File: config.mk
export PLATFORM = sky130hd
export DESIGN_NAME = axi4_lite_read_master
export DESIGN_NICKNAME = d
export VERILOG_FILES = /design/src/rtl/axi4_lite_pkg.sv /design/src/rtl/axi4_lite_read_master.sv
export SDC_FILE = /design/constraint.sdc
export NUM_CORES = 1
export LEC_CHECK = 0
export CORE_MARGIN = 1.5
export CORE_UTILIZATION = 39
export DETAILED_ROUTE_END_ITERATION = 7
export PLACE_DENSITY_LB_ADDON = 0.12
export SETUP_SLACK_MARGIN = 0.1
export SLEW_MARGIN = 20
export SYNTH_ARGS = -nofsm -noshare
export SYNTH_HDL_FRONTEND = slang
export SYNTH_SLANG_ARGS = --single-unit
File: constraint.sdc
create_clock -name clk -period 2.2 [get_ports clk]
set_input_delay 0.33 -clock clk [delete_from_list [all_inputs] [get_ports clk]]
set_output_delay 0.33 -clock clk [all_outputs]
set_load 0.01 [all_outputs]
File: src/rtl/axi4_lite_pkg.sv
// rtl/axi4_lite_pkg.sv - shared AXI4-Lite response codes and read-master state encoding
package axi4_lite_pkg;

    localparam logic [1:0] RESP_OKAY   = 2'b00;
    localparam logic [1:0] RESP_EXOKAY = 2'b01;
    localparam logic [1:0] RESP_SLVERR = 2'b10;
    localparam logic [1:0] RESP_DECERR = 2'b11;

    typedef enum logic [1:0] {
        ST_IDLE = 2'd0,
        ST_ADDR = 2'd1,
        ST_DATA = 2'd2,
        ST_RESP = 2'd3
    } rd_state_e;

    // EXOKAY is never requested by a Lite master, so it reads as a plain success.
    function automatic logic resp_is_error(input logic [1:0] resp);
        logic err;
        case (resp)
            RESP_OKAY, RESP_EXOKAY: err = 1'b0;
            RESP_SLVERR, RESP_DECERR: err = 1'b1;
            default: err = 1'b1;
        endcase
        return err;
    endfunction

endpackage

File: src/rtl/axi4_lite_read_master.sv
// rtl/axi4_lite_read_master.sv - single-outstanding AXI4-Lite read initiator; AXI_RD_TIMEOUT_EN adds a per-phase watchdog
module axi4_lite_read_master
    import axi4_lite_pkg::*;
#(
    parameter int ADDR_WIDTH     = 32,
    parameter int DATA_WIDTH     = 32,
    parameter int TIMEOUT_CYCLES = 256
) (
    input  logic                  clk,
    input  logic                  rst,
    input  logic                  req_valid,
    input  logic [ADDR_WIDTH-1:0] req_addr,
    output logic                  req_ready,
    output logic                  resp_valid,
    output logic [DATA_WIDTH-1:0] resp_data,
    output logic                  resp_err,
    output logic [ADDR_WIDTH-1:0] M_AXI_ARADDR,
    output logic                  M_AXI_ARVALID,
    input  logic                  M_AXI_ARREADY,
    input  logic [DATA_WIDTH-1:0] M_AXI_RDATA,
    input  logic [1:0]            M_AXI_RRESP,
    input  logic                  M_AXI_RVALID,
    output logic                  M_AXI_RREADY
);

    if (TIMEOUT_CYCLES < 2) begin : g_timeout_range
        $error("TIMEOUT_CYCLES must be at least 2");
    end

    rd_state_e             state;
    rd_state_e             state_next;
    logic [ADDR_WIDTH-1:0] araddr_q;
    logic [DATA_WIDTH-1:0] data_q;
    logic                  err_q;
    logic                  timeout;

`ifdef AXI_RD_TIMEOUT_EN
    localparam int TO_W = $clog2(TIMEOUT_CYCLES);
    localparam logic [TO_W-1:0] TO_LAST = TO_W'(TIMEOUT_CYCLES - 1);

    logic [TO_W-1:0] to_cnt;

    // Any state change restarts the count, which covers entry to both waiting phases.
    always_ff @(posedge clk or posedge rst) begin
        if (rst) begin
            to_cnt <= '0;
        end else if (state_next != state) begin
            to_cnt <= '0;
        end else if (state == ST_ADDR || state == ST_DATA) begin
            to_cnt <= to_cnt + 1'b1;
        end
    end

    assign timeout = (state == ST_ADDR || state == ST_DATA) && (to_cnt == TO_LAST);
`else
    assign timeout = 1'b0;
`endif

    always_ff @(posedge clk or posedge rst) begin
        if (rst) begin
            state <= ST_IDLE;
        end else begin
            state <= state_next;
        end
    end

    always_comb begin
        state_next = state;
        case (state)
            ST_IDLE: begin
                if (req_valid) begin
                    state_next = ST_ADDR;
                end
            end
            ST_ADDR: begin
                if (M_AXI_ARREADY) begin
                    state_next = ST_DATA;
                end else if (timeout) begin
                    state_next = ST_RESP;
                end
            end
            ST_DATA: begin
                if (M_AXI_RVALID || timeout) begin
                    state_next = ST_RESP;
                end
            end
            ST_RESP: begin
                state_next = ST_IDLE;
            end
            default: begin
                state_next = ST_IDLE;
            end
        endcase
    end

    always_ff @(posedge clk or posedge rst) begin
        if (rst) begin
            araddr_q <= '0;
        end else if (state == ST_IDLE && req_valid) begin
            araddr_q <= req_addr;
        end
    end

    // Response payload persists until the next capture so the requester may read it late.
    always_ff @(posedge clk or posedge rst) begin
        if (rst) begin
            data_q <= '0;
            err_q  <= 1'b0;
        end else if (state == ST_DATA && M_AXI_RVALID) begin
            data_q <= M_AXI_RDATA;
            err_q  <= resp_is_error(M_AXI_RRESP);
        end else if (timeout && state_next == ST_RESP) begin
            data_q <= '0;
            err_q  <= 1'b1;
        end
    end

    assign req_ready     = (state == ST_IDLE);
    assign M_AXI_ARVALID = (state == ST_ADDR);
    assign M_AXI_RREADY  = (state == ST_DATA);
    assign resp_valid    = (state == ST_RESP);
    assign M_AXI_ARADDR  = araddr_q;
    assign resp_data     = data_q;
    assign resp_err      = err_q;

endmodule
==> results.cfg <==
[timing]
setup_violations = 0
finalHoldViolations = 0
drv_slew = 0
rsz0062_at_grt = no
worst_pin_slew_ps = 484
slew-limit-headroom_pct = 67.7
clock_skew_ps = 12.2
finalCriticalPeriod_ps = 2010
fin_crit_sh_pct = 91.2
fmax_mhz = 498
setup_tns_ps = 0

[die]
die_h_microns = 84.1
start_util_pct = 40.4
dieWidth_microns = 84.1
core_sq_um = 6350
core.rowCount = 29
io_pins = 140
die-area_sq_um = 7080

[setup_path]
critical_path_class = reg2out
critPathCaptureType = output pin
crit_fanout = 4
crit_arrival_ps = 1680
cp-start-kind = flip-flop
worstPathRequired_ps = 1870

[clock_network]
cts.sinks = 67
path_clk_slew_ps = 80
cts_htree_levels = 3
cts_tree = built
clk_latency_ps = 340
hold_buffers = 0
clockBufferDepth = 2
post_cts_buffers = 0
numCtsBuffers = 9
cts_root_buf = clkbuf_8
cts_resized = 0

[synthesis]
seq_area_frac_synth_pct = 65.3
syn-instance-count = 155
netlist_area_sq_um = 2570
yosysWarnings = 0
synth_fp_nets = 231
ys_ff_latch = 67
ys_types = 10
syn_area_per_cell_sq_um = 16.6

[final_layout]
synthToLayoutAreaGrowth_pct = 68.9
drive_gt1_share_pct = 27.8
final_common_cell = clkdlybuf4s50_1
layout_common_cells = 138 x clkdlybuf4s50_1, 67 x dfrtp_1, 65 x mux2_2
num_antenna_cells = 0
finalNetCount = 377
postLayoutCellArea_sq_um = 4330

[grt]
grt_pass1_wl_microns = 9450
grt_max_degree = 68
antenna_found_initial = 0
gr-total-overflow = 0
grt_pass1_vias = 1992
grt_usage_pct = 17.2

[routing]
wl_per_cell_microns = 14.6
via_count = 1803
remaining_drc_errors = 0
antenna_left = 0
firstDrtPassIters = 4
routed_via_density = 4.71
drt-total-wl_microns = 5600
drt_iter0_markers = 39

[placed_design]
port_buffers = 138
hpwl_microns = 4020
gp_congestion = 0.695
placed_cell_area_sq_um = 4070

[power]
power_density_nw_per_um2 = 1460
p_leak_uw = 0.00186
ir_drop_uv = 877

[worst_hold_path]
hold_class = in2async

[run]
maxCapViolCount = 0

[outcome]
status = complete, no violations
registers in the layout, indices dropped and copies added, names as in the netlist:
register	flops
resp_data	32
resp_err	1
M_AXI_ARADDR	32
state	2
cell type report:
cell class                 instances  area, sq um
clock inverter                     4         95.1
inverter                           6         22.5
sequential                        67         1680
fill                             468         2020
clock buffer                      12          165
timing repair buffer             141         1440
tap                               77         96.3
multi-input combinational         76          837
synth_stat cells:
master    instances  area share, %
ha_1              5            2.4
a222oi_1          1           0.39
nor2_1            1           0.15
inv_1             6           0.88
mux2_1            1           0.44
dfrtp_1          67             65
nand2_1           2           0.29
mux2i_1           1           0.39
buf_2             6            1.2
mux2_2           65             29
cells by family after synthesis:
logic type	share of synthesized area, %
compound gates	0.390
mux	29.4
fa+ha+maj	2.44
buf+inv	2.05
simple gates	0.439
flops	65.3
critical path, cell delays in order (launching register included):
cell and delay, ps:
dfrtp_1 400, inv_1 130, ha_1 230, clkdlybuf4s50_1 590
routing by layer:
metal	track usage [%]	vias up	wire, microns
li1	-	823	-
met1	21.1	870	2280
met2	25.3	95	2500
met3	8.51	15	681
met4	8.20	0	140
met5	0	-	0
power by group:
part,switching (uW),leakage [uW],internal (uW),total (uW)
Sequential,303,0.000792,1870,2170
Combinational,1010,0.000934,1860,2880
Clock,450,0.000133,845,1300
worst paths after layout:
kind	cells past startpoint	slack, ps	endpoint	startpoint
worst min register to register	1	500	resp_data[25]	resp_data[25]
max in group asynchronous	3	1530	M_AXI_ARADDR[0]	rst
min in group clk	1	500	resp_data[25]	resp_data[25]
worst max register to register	4	510	state[1]	state[0]
worst min-delay path	3	390	resp_data[17]	rst
worst max-delay path	3	190	M_AXI_RREADY	state[0]
per-stage QoR:
| step | cells | setup slack [ps] | hold slack, ps | util (%) | power (uW) |
|---|---|---|---|---|---|
| after floorplan | 155 | 187 | 480 | - | 3440 |
| after global placement | 367 | 356 | 486 | 64.2 | 5030 |
| after detailed placement | 367 | 347 | 492 | 64.2 | 5120 |
| after CTS | 383 | 185 | 399 | 68.3 | 6440 |
| after global routing | 383 | 142 | 449 | 68.3 | 6710 |
| final | 383 | 194 | 393 | 68.3 | 6340 |
Note: power is estimated with default switching activity, not from simulation.
